===== src/rtl/bp_me_wormhole_packet_serializer_pkg.sv =====
// ---------------------------------------------------------------------------
// bp_me_pkg
//   Shared types and helpers for the mem-response wormhole serializer path.
//   - bp_me_wormhole_ser_state_e : serializer FSM states
//   - bp_me_max_flits()          : number of flits needed to carry a packet
// ---------------------------------------------------------------------------
package bp_me_pkg;

    typedef enum logic [0:0] {
        e_idle = 1'b0,
        e_send = 1'b1
    } bp_me_wormhole_ser_state_e;

    // Ceiling division: flits needed to cover packet_width bits.
    function automatic int unsigned bp_me_max_flits(input int unsigned packet_width,
                                                    input int unsigned flit_width);
        return (packet_width + flit_width - 32'd1) / flit_width;
    endfunction

endpackage


===== src/rtl/bp_me_wormhole_packet_serializer_if.sv =====
// ---------------------------------------------------------------------------
// bp_me_wormhole_packet_serializer_if
//   Bundles the packet-side and link-side handshakes of the serializer.
//   Signal suffixes are from the serializer's point of view.
//   Ports (slave = serializer):
//     packet_i / packet_v_i / packet_ready_o : packet input handshake
//     link_data_o / link_v_o / link_ready_i  : flit output handshake
//     len_err_o                              : sticky oversize-len flag
//   modport master : upstream encoder + downstream link (drives packet, ready)
//   modport slave  : the serializer itself
// ---------------------------------------------------------------------------
interface bp_me_wormhole_packet_serializer_if #(
    parameter int flit_width_p   = 64,
    parameter int packet_width_p = 320
);
    logic [packet_width_p-1:0] packet_i;
    logic                      packet_v_i;
    logic                      packet_ready_o;
    logic [flit_width_p-1:0]   link_data_o;
    logic                      link_v_o;
    logic                      link_ready_i;
    logic                      len_err_o;

    modport master (
        output packet_i, packet_v_i, link_ready_i,
        input  packet_ready_o, link_data_o, link_v_o, len_err_o
    );

    modport slave (
        input  packet_i, packet_v_i, link_ready_i,
        output packet_ready_o, link_data_o, link_v_o, len_err_o
    );
endinterface


===== src/rtl/bp_me_wormhole_flit_select.sv =====
// ---------------------------------------------------------------------------
// bp_me_wormhole_flit_select
//   Combinational flit picker: returns flit (cnt_i mod max_flits_p) of the
//   zero-padded packet. The modulo keeps an over-long index inside the padded
//   register, so out-of-range flits read back as padding or wrap around.
//   Ports:
//     data_i : padded packet, max_flits_p*flit_width_p bits
//     cnt_i  : flit index
//     flit_o : selected flit
// ---------------------------------------------------------------------------
module bp_me_wormhole_flit_select #(
    parameter int flit_width_p = 64,
    parameter int max_flits_p  = 5,
    parameter int cnt_width_p  = 4
) (
    input  logic [max_flits_p*flit_width_p-1:0] data_i,
    input  logic [cnt_width_p-1:0]              cnt_i,
    output logic [flit_width_p-1:0]             flit_o
);
    localparam int idx_width_lp = (max_flits_p > 1) ? $clog2(max_flits_p) : 1;

    logic [31:0]             idx_full_s;
    logic [idx_width_lp-1:0] idx_s;

    // Fold the counter into the padded range and slice out the flit.
    always_comb begin
        idx_full_s = 32'(cnt_i) % 32'(max_flits_p);
        idx_s      = idx_full_s[idx_width_lp-1:0];
        flit_o     = data_i[idx_s*flit_width_p +: flit_width_p];
    end
endmodule


===== src/rtl/bp_me_wormhole_packet_serializer.sv =====
// ---------------------------------------------------------------------------
// bp_me_wormhole_packet_serializer
//   Registers one wormhole packet {payload, len, cord} and emits it as len+1
//   flits, lowest flit first, on a ready/valid link. A new packet can be taken
//   on the last flit handshake of the current one, so there is no bubble.
//   Ports:
//     clk_i     : clock
//     reset_n_i : asynchronous active-low reset
//     ser_if    : slave modport (packet_i/_v_i/_ready_o, link_data_o/_v_o/
//                 link_ready_i, len_err_o)
//   Optional build macro BP_ME_WORMHOLE_SER_LEN_CLAMP_EN: clamps an oversize
//   len to max_flits_lp-1 and raises sticky len_err_o. Without it len is used
//   as received and len_err_o is 0.
// ---------------------------------------------------------------------------
module bp_me_wormhole_packet_serializer
    import bp_me_pkg::*;
#(
    parameter int flit_width_p   = 64,
    parameter int cord_width_p   = 7,
    parameter int len_width_p    = 4,
    parameter int packet_width_p = 320
) (
    input  logic                                 clk_i,
    input  logic                                 reset_n_i,
    bp_me_wormhole_packet_serializer_if.slave    ser_if
);
    localparam int max_flits_lp    = int'(bp_me_max_flits(packet_width_p, flit_width_p));
    localparam int padded_width_lp = max_flits_lp * flit_width_p;

    bp_me_wormhole_ser_state_e   state_q;
    logic [len_width_p-1:0]      cnt_q;
    logic [len_width_p-1:0]      len_q;
    logic [padded_width_lp-1:0]  packet_q;
    logic                        ready_en_q;   // holds packet_ready_o low through reset

    logic [padded_width_lp-1:0]  packet_pad_s;
    logic [len_width_p-1:0]      len_raw_s;
    logic [len_width_p-1:0]      len_in_s;
    logic                        last_s;
    logic                        flit_hs_s;
    logic                        packet_ready_s;
    logic                        accept_s;

`ifdef BP_ME_WORMHOLE_SER_LEN_CLAMP_EN
    localparam logic [len_width_p-1:0] max_len_lp = len_width_p'(max_flits_lp - 1);
    logic                        len_over_s;
    logic                        len_err_q;
`endif

    // Zero-pad the incoming packet and extract (optionally clamp) its len.
    always_comb begin
        packet_pad_s                     = '0;
        packet_pad_s[packet_width_p-1:0] = ser_if.packet_i;
        len_raw_s                        = ser_if.packet_i[cord_width_p +: len_width_p];
`ifdef BP_ME_WORMHOLE_SER_LEN_CLAMP_EN
        len_over_s = (len_raw_s > max_len_lp);
        if (len_over_s) begin
            len_in_s = max_len_lp;
        end else begin
            len_in_s = len_raw_s;
        end
`else
        len_in_s = len_raw_s;
`endif
    end

    // Handshake decode; ready in e_send comes straight from link_ready_i so the
    // next packet loads on the same edge that retires the last flit.
    always_comb begin
        last_s    = (cnt_q == len_q);
        flit_hs_s = (state_q == e_send) & ser_if.link_ready_i;
        case (state_q)
            e_idle:  packet_ready_s = ready_en_q;
            e_send:  packet_ready_s = last_s & ser_if.link_ready_i;
            default: packet_ready_s = 1'b0;
        endcase
        accept_s = ser_if.packet_v_i & packet_ready_s;
    end

    // Serializer FSM: packet register, flit counter and state.
    always_ff @(posedge clk_i or negedge reset_n_i) begin
        if (!reset_n_i) begin
            state_q    <= e_idle;
            cnt_q      <= '0;
            len_q      <= '0;
            packet_q   <= '0;
            ready_en_q <= 1'b0;
`ifdef BP_ME_WORMHOLE_SER_LEN_CLAMP_EN
            len_err_q  <= 1'b0;
`endif
        end else begin
            ready_en_q <= 1'b1;
            if (accept_s) begin
                state_q  <= e_send;
                packet_q <= packet_pad_s;
                len_q    <= len_in_s;
                cnt_q    <= '0;
`ifdef BP_ME_WORMHOLE_SER_LEN_CLAMP_EN
                len_err_q <= len_err_q | len_over_s;
`endif
            end else if (flit_hs_s) begin
                if (last_s) begin
                    state_q <= e_idle;
                end else begin
                    cnt_q <= cnt_q + len_width_p'(1);
                end
            end
        end
    end

    bp_me_wormhole_flit_select #(
        .flit_width_p (flit_width_p),
        .max_flits_p  (max_flits_lp),
        .cnt_width_p  (len_width_p)
    ) u_flit_select (
        .data_i (packet_q),
        .cnt_i  (cnt_q),
        .flit_o (ser_if.link_data_o)
    );

    assign ser_if.link_v_o       = (state_q == e_send);
    assign ser_if.packet_ready_o = packet_ready_s;
`ifdef BP_ME_WORMHOLE_SER_LEN_CLAMP_EN
    assign ser_if.len_err_o      = len_err_q;
`else
    assign ser_if.len_err_o      = 1'b0;
`endif

endmodule


===== src/flat_wrapper.sv =====
// flat-port wrapper written by rule: the top's interface ports become plain ports
module bp_me_wormhole_packet_serializer_flat import bp_me_pkg::*;
#(
    parameter int flit_width_p   = 64,
    parameter int cord_width_p   = 7,
    parameter int len_width_p    = 4,
    parameter int packet_width_p = 320
)
  (clk_i, reset_n_i, ser_if_packet_i, ser_if_packet_v_i, ser_if_link_ready_i, ser_if_packet_ready_o, ser_if_link_data_o, ser_if_link_v_o, ser_if_len_err_o);
  bp_me_wormhole_packet_serializer_if #(.flit_width_p(flit_width_p), .packet_width_p(packet_width_p)) ser_if_i ();
  input  logic clk_i;
  input  logic reset_n_i;
  input wire logic [$bits(ser_if_i.packet_i)-1:0] ser_if_packet_i;
  input wire logic [$bits(ser_if_i.packet_v_i)-1:0] ser_if_packet_v_i;
  input wire logic [$bits(ser_if_i.link_ready_i)-1:0] ser_if_link_ready_i;
  output wire logic [$bits(ser_if_i.packet_ready_o)-1:0] ser_if_packet_ready_o;
  output wire logic [$bits(ser_if_i.link_data_o)-1:0] ser_if_link_data_o;
  output wire logic [$bits(ser_if_i.link_v_o)-1:0] ser_if_link_v_o;
  output wire logic [$bits(ser_if_i.len_err_o)-1:0] ser_if_len_err_o;
  assign ser_if_i.packet_i = ser_if_packet_i;
  assign ser_if_i.packet_v_i = ser_if_packet_v_i;
  assign ser_if_i.link_ready_i = ser_if_link_ready_i;
  assign ser_if_packet_ready_o = ser_if_i.packet_ready_o;
  assign ser_if_link_data_o = ser_if_i.link_data_o;
  assign ser_if_link_v_o = ser_if_i.link_v_o;
  assign ser_if_len_err_o = ser_if_i.len_err_o;
  bp_me_wormhole_packet_serializer #(.flit_width_p(flit_width_p), .cord_width_p(cord_width_p), .len_width_p(len_width_p), .packet_width_p(packet_width_p)) u_core (.clk_i(clk_i), .reset_n_i(reset_n_i), .ser_if(ser_if_i));
endmodule

===== config.mk =====
export PLATFORM = sky130hd
export DESIGN_NAME = bp_me_wormhole_packet_serializer_flat
export DESIGN_NICKNAME = d
export VERILOG_FILES = /design/src/rtl/bp_me_wormhole_packet_serializer_pkg.sv /design/src/rtl/bp_me_wormhole_packet_serializer_if.sv /design/src/rtl/bp_me_wormhole_flit_select.sv /design/src/rtl/bp_me_wormhole_packet_serializer.sv /design/src/flat_wrapper.sv
export SDC_FILE = /design/constraint.sdc
export NUM_CORES = 1
export LEC_CHECK = 0
export ABC_AREA = 1
export BUFFER_PORTS_ARGS = -buffer_cell sky130_fd_sc_hd__buf_2
export CAP_MARGIN = 40
export CELL_PAD_IN_SITES_DETAIL_PLACEMENT = 1
export CELL_PAD_IN_SITES_GLOBAL_PLACEMENT = 1
export CORE_MARGIN = 4
export CORE_UTILIZATION = 40
export CTS_BUF_LIST = sky130_fd_sc_hd__clkbuf_4
export DETAILED_ROUTE_END_ITERATION = 16
export GPL_ROUTABILITY_DRIVEN = 0
export MAX_ROUTING_LAYER = met4
export PLACE_DENSITY_LB_ADDON = 0.1
export SETUP_SLACK_MARGIN = 0.15
export SLEW_MARGIN = 5
export SYNTH_ARGS = -nofsm -noshare
export SYNTH_HDL_FRONTEND = slang
export SYNTH_SLANG_ARGS = --single-unit

===== constraint.sdc =====
create_clock -name clk_i -period 4.3 [get_ports clk_i]
set_input_delay 0.86 -clock clk_i [delete_from_list [all_inputs] [get_ports clk_i]]
set_output_delay 0.86 -clock clk_i [all_outputs]
set_load 0.005 [all_outputs]

Word-level counts from Yosys, hierarchy flattened
Index checks and enable logic that the tools add are counted. W data, S select, Z words.

Add/subtract/negate cells: 1. Div/mod/pow operators: 1. Equal/unequal tests: 2. Shift operators: 1. Mux-type cells: 7. Bitwise operators: 4. Reductions and logical operators: 4.

Operators by type and width (number): $shiftx A320 B10 Y64 (1); $mod A4 B3 Y32 const B (1); $mux W4 (3); $add A4 B1 Y4 const B (1); $eq A4 B4 Y1 (1); $reduce_and A2 Y1 (2); $reduce_bool A2 Y1 (2); $and A1 B1 Y1 (3); $mux W1 (3); $ne A2 B2 Y1 const B (1); $pmux W1 S2 (1); $not A1 Y1 (1).

Register bits after elaboration: 330. Input bits: 324. Word-level logic and storage cells: 25.

Longest topological paths before layout
Gate-level depths: netlist of the first run.

Depth in word-level cells: 6. Depth in mapped cells: 19. Depth with buffers taken out: 17.

Modules after synthesis
From an unflattened synthesis of the first run, not the netlist that was laid out.

Cell total of the unflattened synthesis: 2472. Area, all modules: 17475.5 um^2.

By module, submodules not included: bp_me_wormhole_packet_serializer (instances 1, cells each 1450, area an instance 12952.4 um^2); bp_me_wormhole_flit_select (instances 1, cells each 1022, area an instance 4523.1 um^2).

Worst setup path after synthesis of the first run
No wires, ideal clock.

Path kind: register to output. Start: reg u_core.cnt_q[0]. End: out ser_if_link_data_o[10]. Data arrival time: 2.612 ns. Slack: 0.828 ns. Stages on the path, launching flop included: 18. Path buffers: 2. Cell sequence: dfrtp_1 inv_1 ha_1 inv_1 nand2_1 nand2_1 xor2_1 ha_1 inv_1 or2_2 nand3_4 nand2_4 nand2_2 xor2_2 buf_6 buf_6 nand3_1 nand2_1.

Cells in the longest elaborated chain, start to end: 2.

Ends and longest elaborated chain: from (decl) (line bp_me_wormhole_packet_serializer.sv:31) `logic [len_width_p-1:0] cnt_q;`; from (signal assigned) (line bp_me_wormhole_packet_serializer.sv:105) `cnt_q <= cnt_q + len_width_p'(1);`; $mod A4 B3 Y32 (line bp_me_wormhole_flit_select.sv:27) `idx_full_s = 32'(cnt_i) % 32'(max_flits_p);`; $shiftx A320 B10 Y64 (line bp_me_wormhole_flit_select.sv:29) `flit_o = data_i[idx_s*flit_width_p +: flit_width_p];`; to (decl) (line flat_wrapper.sv:17) `output wire logic [$bits(ser_if_i.link_data_o)-1:0] ser_if_link_data_o;`.

No other way between the ends.

Worst setup path in the final report of the first run
Start: reg u_core.cnt_q[2]. End: out ser_if_link_data_o[5].

The elaborated chain is that of the path after synthesis.

==> run metrics, run 1 <==
outcome=finished, violations left; violated checks=negative setup slack; count of cell types in the netlist=29; Non-Filler Instances=3146; Most used DFF post-synth=dfrtp_1; Netlist Area Pre-Place=0.0160 mm²; pre-CTS WS=0.105 ns; CP Buf/Inv Count=11; Post-CTS Hold Fix Bufs=0; top-area cell type share of the netlist area=0.510; final hold viol count=0; Arr. time, crit path=3.83 ns; Crit path max-delay family=buffers and inverters; H-tree Lvls=3; clock latency on the worst-skew pair=0.81 ns; Max transition margin=0.275; Max Root-Sink Buffers=3; type of the worst setup path=reg2out; port bufs=389; sequential area share after synthesis=0.510; Max Cap Violations=0; Syn Nets=2422; # IOs=391; Startpoint Class=register; Die Area=0.0432 mm²; largest family of logic cells by synthesized area=simple AND/OR/NAND/NOR gates; Core Rows=72; commonest non-fill, non-tap cells in the layout=nand2_1, buf_2, nand3_1; Post-Synth Adder-Cell Area=0.00626; routed wire length=73200 µm; placed insts=2881; flop2flop setup slack=0.92 ns; period utilization=1.09; Detailed Route Iter0 Violations=1579; CP max stage delay=0.40 ns; crit-path cells=inv_2 > ha_4 > nor2_4 > buf_4 > buf_4 > buf_6 > buf_6 > buf_6 > buf_6 > nor2_1 > o21ai_1 > nand2_4 > nand2_8 > nand2_8 > nand2_8 > nor2_8 > buf_12 > buf_12 > clkbuf_16 > nand3_1 > nand2_1 > buf_2; Final Cell Area=0.0216 mm²; NumNets Final=2868; drc violations=0; Ys Warns=0; CP max FO=4; syn avg cell area=7.65 µm²; final worst path period need=4.69 ns; largest net degree at the start of global routing=191; leading cell type in the layout, fill and taps excluded=nand2_1; CP most frequent cell=buf_6; XOR/XNOR Fraction of Synth Area=0.00485; Setup Viol. Count Final=64; vias in the first global route=17405; Simple-Gate Fraction of Synth Area=0.410; clock transition at the registers of the reported paths=0.09 ns; Post-synth EDFFs=0; hold slack=0.0514 ns; CTS buffer count=92; GRT overflow=0; CTS tree=done; vias per cell=5.40; placed wire-length estimate=38300 µm; GRT Total Usage=0.305; drt wl/cell=23.3 µm; total number of vias=17004; cell taking the most area after synthesis=dfrtp_1; first-pass GRT wire length=102000 µm; Crit-path slowest cell=dfrtp_1; leading post-synthesis cells by cell area=dfrtp_1, nand2_1, nand3_1; overall die width=208 µm; Routed Antenna Nets=0; Syn Inst Count=2090; #FFs+latches synth=326; final setup margin=-0.393 ns; layout cells sized above 1=0.295; unrepaired setup endpoints after global routing=yes; CTS sink cnt=326; fin. max-slew vios=0; Die Ht=208 µm; Synth Area in Compound Gates=0.00266; Worst Max-Slew Pin Slew=1.09 ns; Cell Area, Placed=0.0181 mm²; area delta synth->final=34.9%; initial antenna violation count=20; ys async rst share=1.00; Starting Density=0.409; crit end category=output pin; FMAX=213 MHz; post-synthesis mux area share=0; Worst EP required=3.44 ns; Worst Skew=0.0295 ns; min-delay worst type=in2async; Root Buffer=clkbuf_4; Pre-Repair DR Iteration Count=5; Core Box Area=0.0391 mm²; fill count=4892
[timing repair]
| action | CTS | global route |
|---|---|---|
| setup buffers | 31 | 15 |
| pin swaps | 25 | 61 |
| endpoints found under the setup margin | 64 | 64 |
| gates cloned | 13 | 20 |
| resized for setup | 95 | 105 |
[registers in the layout, summed over array words and instances (netlist names)]
name / flops
u_core.ready_en_q: 1
u_core.cnt_q: 4
u_core.ser_if.link_v_o: 1
u_core.packet_q: 320
[synthesized netlist by cell type (2+ instances only)]
| master | number |
|---|---|
| buf_4 | 30 |
| buf_6 | 25 |
| nand2_2 | 5 |
| nand2_4 | 3 |
| a21oi_1 | 2 |
| nand3_1 | 454 |
| xor2_1 | 7 |
| inv_1 | 10 |
| nand2_1 | 1099 |
| dfrtp_1 | 326 |
| conb_1 | 2 |
| ha_1 | 8 |
| buf_2 | 84 |
| nor2_1 | 6 |
| clkbuf_1 | 12 |
| nand3_2 | 2 |
| inv_2 | 3 |
[final timing paths]
check	from	end	cells after the start
worst max-delay path	u_core.cnt_q[2]$_DFFE_PN0P_	ser_if_link_data_o[5]	22
worst min-delay path	reset_n_i	u_core.packet_q[221]$_DFFE_PN0P_	1
worst max register to register	u_core.cnt_q[1]$_DFFE_PN0P_	u_core.packet_q[3]$_DFFE_PN0P_	11
worst min register to register	u_core.packet_q[196]$_DFFE_PN0P_	u_core.packet_q[196]$_DFFE_PN0P_	2
max in group asynchronous	reset_n_i	u_core.packet_q[3]$_DFFE_PN0P_	2
min in group clk_i	ser_if_packet_i[30]	u_core.packet_q[30]$_DFFE_PN0P_	3
[area by class of cell]
| class | count | area [µm²] | share of cell area |
|---|---|---|---|
| Sequential cell | 326 | 8160 | 0.378 |
| Multi-Input combinational cell | 1599 | 7440 | 0.345 |
| Timing Repair Buffer | 503 | 3980 | 0.185 |
| Clock buffer | 147 | 1100 | 0.0512 |
| Tap cell | 518 | 648 | 0.0301 |
| Clock inverter | 16 | 90.1 | 0.00418 |
| Inverter | 14 | 83.8 | 0.00389 |
| Antenna cell | 23 | 57.6 | 0.00267 |
[cell families after synthesis]
| logic type | after synthesis |
|---|---|
| AND/OR/NAND/NOR | 1573 |
| flip-flops | 326 |
| buffers and inverters | 166 |
| XOR/XNOR | 8 |
| adder cells (fa/ha/maj) | 8 |
| AO/OA/AOI/OAI | 7 |
| other | 2 |
[per-stage QoR]
step	setup TNS, ns	util
3_5_place_dp	0	0.463
6_report	-22.06	0.551
2_1_floorplan	0	-
4_1_cts	-13.83	0.521
5_1_grt	-30.13	0.551
3_3_place_gp	0	0.463
[per-layer routing]
metal  routed length, µm  track usage  vias up
li1                    -            -     7630
met1               30000        0.395     8495
met2               35200        0.485      716
met3                5170       0.0627      163
met4                2890       0.0960        0
met5                   0            -        -
Power of run 1 is left out: the tool's default activity adds up to more than one toggle a clock period on the data nets, which glitch-free logic cannot reach.
==> inputs of run 2 (changes only) <==
--- a/config.mk
+++ b/config.mk
@@ -15,6 +15,7 @@
 export CTS_BUF_LIST = sky130_fd_sc_hd__clkbuf_4
 export DETAILED_ROUTE_END_ITERATION = 16
 export GPL_ROUTABILITY_DRIVEN = 0
+export GPL_TIMING_DRIVEN = 0
 export MAX_ROUTING_LAYER = met4
 export PLACE_DENSITY_LB_ADDON = 0.1
 export SETUP_SLACK_MARGIN = 0.15
==> run metrics, run 2 (same netlist as run 1, synthesis figures left out) <==
final worst path period need=4.53 ns (-0.160 ns); GRT overflow=0 (unchanged); pre-CTS WS=-0.0534 ns (-0.158 ns); Startpoint Class=register; final hold viol count=0 (unchanged); port bufs=389 (unchanged); CTS sink cnt=326 (unchanged); GRT Total Usage=0.295 (-0.00950); CTS buffer count=91 (-1.1%); Worst Skew=0.0453 ns (+0.0159 ns); Power per Cell Area=1140 mW/mm²; largest register by flop count=u_core.packet_q; clock latency on the worst-skew pair=0.81 ns (about the same); unrepaired setup endpoints after global routing=yes; NumNets Final=2943 (+2.6%); Core Rows=72 (unchanged); Max Cap Violations=0 (unchanged); grt peak-use layer=met2; Detailed Route Iter0 Violations=1119 (-29%); CP max FO=10 (+6); drc violations=0 (unchanged); placed insts=3000 (+4.1%); clock transition at the registers of the reported paths=0.06 ns (-0.03 ns); biggest regs=u_core.packet_q x320, u_core.cnt_q x4; Leak=0.0117 µW; overall die width=208 µm (unchanged); drt wl/cell=20.0 µm (-14%); Max transition margin=0.622 (+0.347); Worst Max-Slew Pin Slew=0.567 ns (-0.520 ns); CTS tree=done; initial antenna violation count=12 (-40%); met1 GRT Util=0.372 (-0.0230); met3 Use GR=0.0613 (-0.00136); H-tree Lvls=3 (unchanged); # IOs=391 (unchanged); period utilization=1.05 (-0.0372); outcome=finished, violations left; first-pass GRT wire length=98500 µm (-3.1%); worst vdd rail ir drop=0.000586 V; Non-Filler Instances=3201 (+1.7%); Max Root-Sink Buffers=3 (unchanged); fill count=4995 (+2.1%); Starting Density=0.409 (unchanged); R2R depth=11 (unchanged); Root Buffer=clkbuf_4; hold slack=0.252 ns (+0.200 ns); fin. max-slew vios=0 (unchanged); layout cells sized above 1=0.310 (+0.0144); final setup margin=-0.233 ns (+0.160 ns); setup_tns=-11.60 ns (+10.47 ns); Core Box Area=0.0391 mm² (unchanged); Die Ht=208 µm (unchanged); leading cell type in the layout, fill and taps excluded=nand2_1; type of the worst setup path=reg2out; routed wire length=63900 µm (-13%); Routed Antenna Nets=0 (unchanged); total number of vias=16412 (-3.5%); crit end category=output pin; vias per cell=5.13 (-5.1%); Pre-Repair DR Iteration Count=5 (unchanged); Die Area=0.0432 mm² (unchanged); commonest non-fill, non-tap cells in the layout=nand2_1, buf_2, nand3_1; Pwr Total=24100 µW; vias in the first global route=17735 (+1.9%); area delta synth->final=32.6%; worst hold stages=3; min-delay worst type=in2reg; max reg flops=320 (unchanged); largest net degree at the start of global routing=99 (-48%); GR Util met2=0.478 (-0.00789); placed wire-length estimate=45400 µm (+19%); Setup Viol. Count Final=64 (unchanged); Arr. time, crit path=3.67 ns (-0.16 ns); Worst EP required=3.44 ns (about the same); FMAX=221 MHz (+3.5%); violated checks=negative setup slack
[run 2: worst paths after layout]
check | start | endpoint | slack, ns
max | u_core.cnt_q[1]$_DFFE_PN0P_ | ser_if_link_data_o[44] | -0.23
min | ser_if_packet_i[44] | u_core.packet_q[44]$_DFFE_PN0P_ | 0.25
max reg2reg | u_core.cnt_q[1]$_DFFE_PN0P_ | u_core.packet_q[88]$_DFFE_PN0P_ | 1.77
min reg2reg | u_core.packet_q[276]$_DFFE_PN0P_ | u_core.packet_q[276]$_DFFE_PN0P_ | 0.48
max in group asynchronous | reset_n_i | u_core.cnt_q[0]$_DFFE_PN0P_ | 2.78
min in group asynchronous | reset_n_i | u_core.packet_q[26]$_DFFE_PN0P_ | 0.58
[run 2: layout make-up]
| class | count | area, µm² | share of cell area |
|---|---|---|---|
| Multi-Input combinational cell | 1598 | 7300 | 0.344 |
| Buffer | 152 | 1320 | 0.0623 |
| Inverter | 14 | 66.3 | 0.00313 |
| Clock inverter | 15 | 90.1 | 0.00425 |
| Sequential cell | 326 | 8160 | 0.385 |
| Timing Repair Buffer | 428 | 2540 | 0.120 |
| Clock buffer | 138 | 1040 | 0.0489 |
| Tap cell | 518 | 648 | 0.0306 |
| Antenna cell | 12 | 30.0 | 0.00142 |
[run 2: critical path, stage by stage (launching register included)]
cell and delay, ns:
dfrtp_2 0.47, ha_4 0.19, nor2_4 0.10, nand2_2 0.08, nand2_2 0.08, xor2_2 0.18
buf_4 0.15, ha_2 0.16, or2_4 0.12, nand3_4 0.16, nand2_8 0.14, nand2_1 0.07
nand2_2 0.12, inv_4 0.07, nor2_8 0.14, buf_12 0.15, buf_6 0.14, nand3_1 0.11
nand2_1 0.12, buf_2 0.12
[run 2: per-layer routing]
metal	part of all wire	wire, µm
met1	0.42	27100
met2	0.49	31100
met3	0.058	3690
met4	0.033	2120
met5	0	0
[run 2: per-stage QoR]
stage	utilization	instance area, µm²
after global placement	0.475	18600
after CTS	0.528	20600
after detailed placement	0.478	18700
after floorplan	-	16000
after global routing	0.542	21200
final	0.542	21200
[run 2: timing repair]
item                                    CTS  global route
endpoints found under the hold margin    48             0
cloned                                    3             2
pin swaps                                27            38
endpoints found under the setup margin   64            64
setup buffers                            27             3
gates resized for setup                 142           104
hold buffers                              1             0
[run 2: power by group]
group / internal [µW] / switching (µW)
combinational: 6800 / 9060
clock: 1510 / 1370
sequential: 4480 / 886
total: 12800 / 11300
(Power assumes the default switching activity.)
